`config.mk`:
```
export PLATFORM = sky130hd
export DESIGN_NAME = instruction_decoder_pipe
export DESIGN_NICKNAME = d
export VERILOG_FILES = /design/src/rtl/instruction_decoder_pipe.sv
export SDC_FILE = /design/constraint.sdc
export NUM_CORES = 1
export LEC_CHECK = 0
export ABC_AREA = 1
export ABC_CLOCK_PERIOD_IN_PS = 1700
export CORE_MARGIN = 4
export CORE_UTILIZATION = 40
export CTS_CLUSTER_DIAMETER = 200
export DETAILED_ROUTE_END_ITERATION = 10
export PLACE_DENSITY = 0.71
export SETUP_SLACK_MARGIN = 0.1
export SYNTH_ARGS = -nofsm -noshare
export SYNTH_HDL_FRONTEND = slang
export SYNTH_SLANG_ARGS = --single-unit
```
`constraint.sdc`:
```
create_clock -name clk -period 1.7 [get_ports clk]
set_input_delay 0.34 -clock clk [delete_from_list [all_inputs] [get_ports clk]]
set_output_delay 0.34 -clock clk [all_outputs]
set_load 0.05 [all_outputs]
```
`src/rtl/instruction_decoder_pipe.sv`:
```
// Opcode decoder with one registered output stage (1-cycle latency, valid/ready, holds while stalled).
// Define ID_HAZARD_DETECT_EN to insert a NOP bubble when an instruction reads the register written by the previous word.
module instruction_decoder_pipe #(
  parameter int RA_W  = 3,
  parameter int CNT_W = 16
) (
  input  logic                  clk,
  input  logic                  rst_n,
  input  logic                  in_valid,
  output logic                  in_ready,
  input  logic [7+3*RA_W-1:0]   instr,
  output logic                  out_valid,
  input  logic                  out_ready,
  output logic [RA_W-1:0]       DA,
  output logic [RA_W-1:0]       AA,
  output logic [RA_W-1:0]       BA,
  output logic                  MB,
  output logic                  MD,
  output logic                  RW,
  output logic                  MW,
  output logic                  PL,
  output logic                  JB,
  output logic                  BC,
  output logic [3:0]            FS,
  output logic                  bubble,
  output logic [CNT_W-1:0]      retired
);

  localparam int IW = 7 + 3*RA_W;

  logic [6:0]      op;
  logic [RA_W-1:0] d_da, d_aa, d_ba;
  logic            d_mb, d_md, d_rw, d_mw, d_pl, d_jb, d_bc;
  logic [3:0]      d_fs;
  logic            stage_free, accept, hazard, bubble_q;

  assign op   = instr[IW-1 -: 7];
  assign d_da = instr[3*RA_W-1 -: RA_W];
  assign d_aa = instr[2*RA_W-1 -: RA_W];
  assign d_ba = instr[RA_W-1:0];

  assign d_mb = op[6];
  assign d_md = op[4];
  assign d_jb = op[4];
  assign d_bc = op[0];
  assign d_rw = ~op[5];
  assign d_mw = ~op[6] & op[5];
  assign d_pl = op[6] & op[5];
  assign d_fs = {op[3:1], op[0] & ~d_pl};

  assign stage_free = ~out_valid | out_ready;
  assign in_ready   = rst_n & stage_free & ~hazard;
  assign accept     = in_valid & in_ready;

`ifdef ID_HAZARD_DETECT_EN
  localparam bit HAZ_EN = 1'b1;

  // last_wr/last_da describe the most recently loaded word, but only while it can still collide
  logic            last_wr;
  logic [RA_W-1:0] last_da;

  assign hazard = in_valid & stage_free & last_wr &
                  ((last_da == d_aa) | ((last_da == d_ba) & ~d_mb));

  always_ff @(posedge clk) begin
    if (!rst_n) begin
      last_wr <= 1'b0;
      last_da <= '0;
    end else if (accept) begin
      last_wr <= d_rw;
      last_da <= d_da;
    end else if (hazard) begin
      last_wr <= 1'b0;
    end else if (!out_valid) begin
      last_wr <= 1'b0;
    end
  end
`else
  localparam bit HAZ_EN = 1'b0;

  assign hazard = 1'b0;
`endif

  assign bubble = HAZ_EN ? bubble_q : 1'b0;

  always_ff @(posedge clk) begin
    if (!rst_n) begin
      out_valid <= 1'b0;
      bubble_q  <= 1'b0;
      retired   <= '0;
      DA        <= '0;
      AA        <= '0;
      BA        <= '0;
      MB        <= 1'b0;
      MD        <= 1'b0;
      RW        <= 1'b0;
      MW        <= 1'b0;
      PL        <= 1'b0;
      JB        <= 1'b0;
      BC        <= 1'b0;
      FS        <= '0;
    end else begin
      if (accept) begin
        out_valid <= 1'b1;
        bubble_q  <= 1'b0;
        DA        <= d_da;
        AA        <= d_aa;
        BA        <= d_ba;
        MB        <= d_mb;
        MD        <= d_md;
        RW        <= d_rw;
        MW        <= d_mw;
        PL        <= d_pl;
        JB        <= d_jb;
        BC        <= d_bc;
        FS        <= d_fs;
      end else if (hazard) begin
        // the instruction stays on the input; a NOP goes out in its place
        out_valid <= 1'b1;
        bubble_q  <= 1'b1;
        DA        <= '0;
        AA        <= '0;
        BA        <= '0;
        MB        <= 1'b0;
        MD        <= 1'b0;
        RW        <= 1'b0;
        MW        <= 1'b0;
        PL        <= 1'b0;
        JB        <= 1'b0;
        BC        <= 1'b0;
        FS        <= '0;
      end else if (out_ready) begin
        out_valid <= 1'b0;
        bubble_q  <= 1'b0;
      end

      if (out_valid && out_ready && !bubble)
        retired <= retired + CNT_W'(1);
    end
  end

endmodule

```
Yosys cells after proc, flatten, opt, wreduce, memory -nomap -nowiden
Index checks and enable logic that the tools add are counted.
- bitwise operators: 10
- reductions and logical operators: 2
- mux-type cells: 2
- add/subtract/negate cells: 1
- operators by type and width (kind ; count):
    $add 16x1->16 const B ; 1
    $and 1x1->1 ; 5
    $not 1->1 ; 4
    $mux 1 ; 2
    $reduce_bool 2->1 ; 1
    $logic_and 1x1->1 ; 1
    $or 1x1->1 ; 1
- word-level logic and storage cells: 27
- output and inout bits: 39
- input bits: 20
- register bits after elaboration: 36

Longest topological paths before layout
- depth in word-level cells: 5
- depth in mapped cells: 8

Worst setup path after synthesis
OpenSTA, ideal clock, no wires.
- path kind: in2out
- start: input rst_n
- end: output in_ready
- path buffers: 2
- cell stages on the path: 4
- data arrival time: 1396 ps
- slack: -36 ps
- cells stage by stage: buf_4 inv_2 clkbuf_1 nor2_1
- word-level cells in the longest chain between the ends: 1
- RTL lines (item ; line ; text):
    start: declaration ; 8 ; input logic rst_n,
    $and 1x1->1 ; 52 ; assign in_ready = rst_n & stage_free & ~hazard;
    end: declaration ; 10 ; output logic in_ready,
Every way passes these cells.

Worst setup path in the final report
Ends and elaborated chain as after synthesis.

==> flow_summary.ini <==
[logic_synthesis]
synth_top_area_share_pct = 47.0
synth_cells = 215
synth.most_common_cell = nand2_1
synth_cell_types = 23
synth_common_cells = nand2_1, dfxtp_1, nor2_1
yosysTopAreaCell = dfxtp_1
synth-seq-cells = 36
synth.area.top_cells = dfxtp_1, nand2_1, o21ai_0, nor2_1, inv_1
synth-main-ff-cell = dfxtp_1
ys_seq_area_share_pct = 47.0
yosysWarningCount = 0
synthArstFlopShare_pct = 0
syn-num-nets = 236
syn_area_um2 = 1530
synth_area_per_cell_um2 = 7.13
synth_edf_count = 0

[sta]
final_max_slew_viol_count = 0
hold_ws_ns = 0.470
grt_setup_unrepaired = false
finalSetupTns_ns = 0
fmax_ghz = 0.641
post-route-period-util_pct = 91.7
finalSetupViolCount = 0
finalHoldViolCount = 0
period_minus_slack_ns = 1.56
skew_ns = 0.00575

[placement]
place_congestion = 0.817
dp_cells = 318
placed_area_um2 = 2110
portBuffers = 57
dp_hpwl_um = 2700

[pwr]
swShare_pct = 28.5
ir_drop_mv = 0.402
p_sw_mw = 0.506
p_comb_share_pct = 19.4
pwr-share-clk_pct = 29.9
seqPwrFrac_pct = 50.7
p_per_area_nw_per_um2 = 810
p_int_mw = 1.27
p_leak_nw = 0.964
p_total_mw = 1.77

[cells_and_area]
syn2layout_area_growth_pct = 42.9
instances_no_fill = 323
drive_gt1_share_pct = 22.9
fill_cells = 364
antenna_cells = 0
final_nets = 298
design_area_um2 = 2190

[global_routing]
grt_pass1_vias = 1382
grt_pass1_wl_um = 5920
antenna_found_initial = 0
grt-ovfl-total = 0
grt_util_all_layers_pct = 14.8
grt_max_degree = 28

[critical_path]
crit_required_ns = 1.36
worstSetupStartpointType = input port
r2r-start = retired[2]$_SDFFE_PN0P_
cp_max_fo = 4
crit_buf_inv = 3
critPathMaxStageDelay_ns = 0.49
worstPathArrival_ns = 1.22
cp_slowest_cell = clkdlybuf4s50_1
cp_cell_sequence = clkdlybuf4s50_1, inv_2, nor2_2, buf_12
path_class = input port to primary output
crit_family = buffers and inverters
cp-end-kind = primary output
setup.worst_path.start = rst_n

[cts]
clock_latency_ns = 0.28
htree_levels = 2
cts_made_buffers = 5
holdBufCountCts = 0
cts_setup_buffers = 0
clk_pin_slew_ns = 0.06
cts_root_buf = clkbuf_8
cts_buffer_depth = 2
cts_tree = done
clock-sinks = 36

[floorplanning]
die_area_um2 = 4890
die_w_um = 69.9
start_util_pct = 41.6
io_pins = 59
chipHeight_um = 69.9
rows = 22
core_um2 = 3690

[drt]
dr.pass1.iters = 4
vias = 1509
route.detailed.wl_per_inst_um = 10.8
vias_per_cell = 4.67
drc_errors = 0
wl_um = 3500
drt_iter0_drc = 26
ant_nets = 0

[outcome]
outcome = finished, final reports clean

[job]
maxCapViolCount = 0

[min_path]
worstHoldPathType = flip-flop to flip-flop
hp-start = AA[2]$_SDFFE_PN0P_
==> per-layer routing <==
metal  track usage [%]  vias up  part of all wire (%)
met5                 0        -                     0
met4              6.38        0                   1.6
met3              5.76        6                   9.8
met2              23.8       52                    45
met1              17.5      659                    43
li1                  -      792                     -
==> worst min-delay path, delay by kind of cell, from the launching register on <==
family | cells | cell delay, ns
flops | 1 | 0.31
compound gates | 1 | 0.07
simple gates | 1 | 0.05
==> power groups by stage <==
stage | Combinational [mW] | Sequential (mW) | Clock [mW]
after global placement | 0.343 | 0.919 | 0
final | 0.345 | 0.900 | 0.530
after CTS | 0.349 | 0.900 | 0.551
after floorplan | 0.0949 | 1.04 | 0
after global routing | 0.367 | 0.903 | 0.575
after detailed placement | 0.347 | 0.918 | 0
==> area by class of cell <==
cell class	count	area, µm²	share of cell area, %
sequential	36	723	33.0
multi-input combinational	146	682	31.1
timing repair buffer	64	568	25.9
inverter	24	90.1	4.11
clock buffer	5	68.8	3.14
tap	48	60.1	2.74
==> sequential cells by signal, summed over array words and instances, names as in the netlist, 3 cells and up <==
name and flops:
BA 3, retired 16, DA 3, AA 3
FS 4
==> logic make-up (layout without fill, tap and decap cells) <==
kind of cell,Yosys count,count (layout),share of synthesized area [%]
adders and majority gates,1,1,0.816
buffers and inverters,33,93,9.71
and+or+nand+nor,105,105,28.5
AOI/OAI and AO/OA,38,38,13.1
DFF,36,36,47.0
other,1,1,0.244
xor gates and xnor gates,1,1,0.571
==> stage by stage <==
step	setup slack, ns	utilization (%)
detailed placement	-0.0590	57.1
floorplan	0.178	-
finish	0.141	59.4
CTS	0.113	59.2
global placement	-0.0136	57.1
global route	0.101	59.4
==> timing repair <==
action | in CTS | in global routing
setup endpoints to repair | 1 | 6
resized for setup | 2 | 5
hold endpoints to repair | 0 | 0
==> path summary, 6_finish.rpt <==
check / slack, ns / end / cells past startpoint
max reg2reg: 0.36 / retired[11]$_SDFFE_PN0P_ / 8
min reg2reg: 0.47 / AA[2]$_SDFFE_PN0P_ / 2
min: 0.47 / AA[2]$_SDFFE_PN0P_ / 2
max: 0.14 / in_ready / 4
==> cell usage in the layout (no fill, tap or decap) <==
master,instances
nor3_4,1
conb_1,1
a21oi_1,12
nor3_2,1
inv_1,23
dfxtp_1,34
o21ai_1,1
nor2_4,1
xor2_1,1
nand2_1,56
buf_4,42
clkbuf_8,5
nand3_1,11
o21a_1,3
dfxtp_2,2
o21ai_0,21
nand2_2,3
buf_12,3
nor2_2,3
dlymetal6s2s_1,1
inv_2,1
a21oi_2,1
nor3_1,3
ha_1,1
nand4_1,1
nor2_1,25
clkdlybuf4s50_1,18
(Power assumes the default switching activity.)
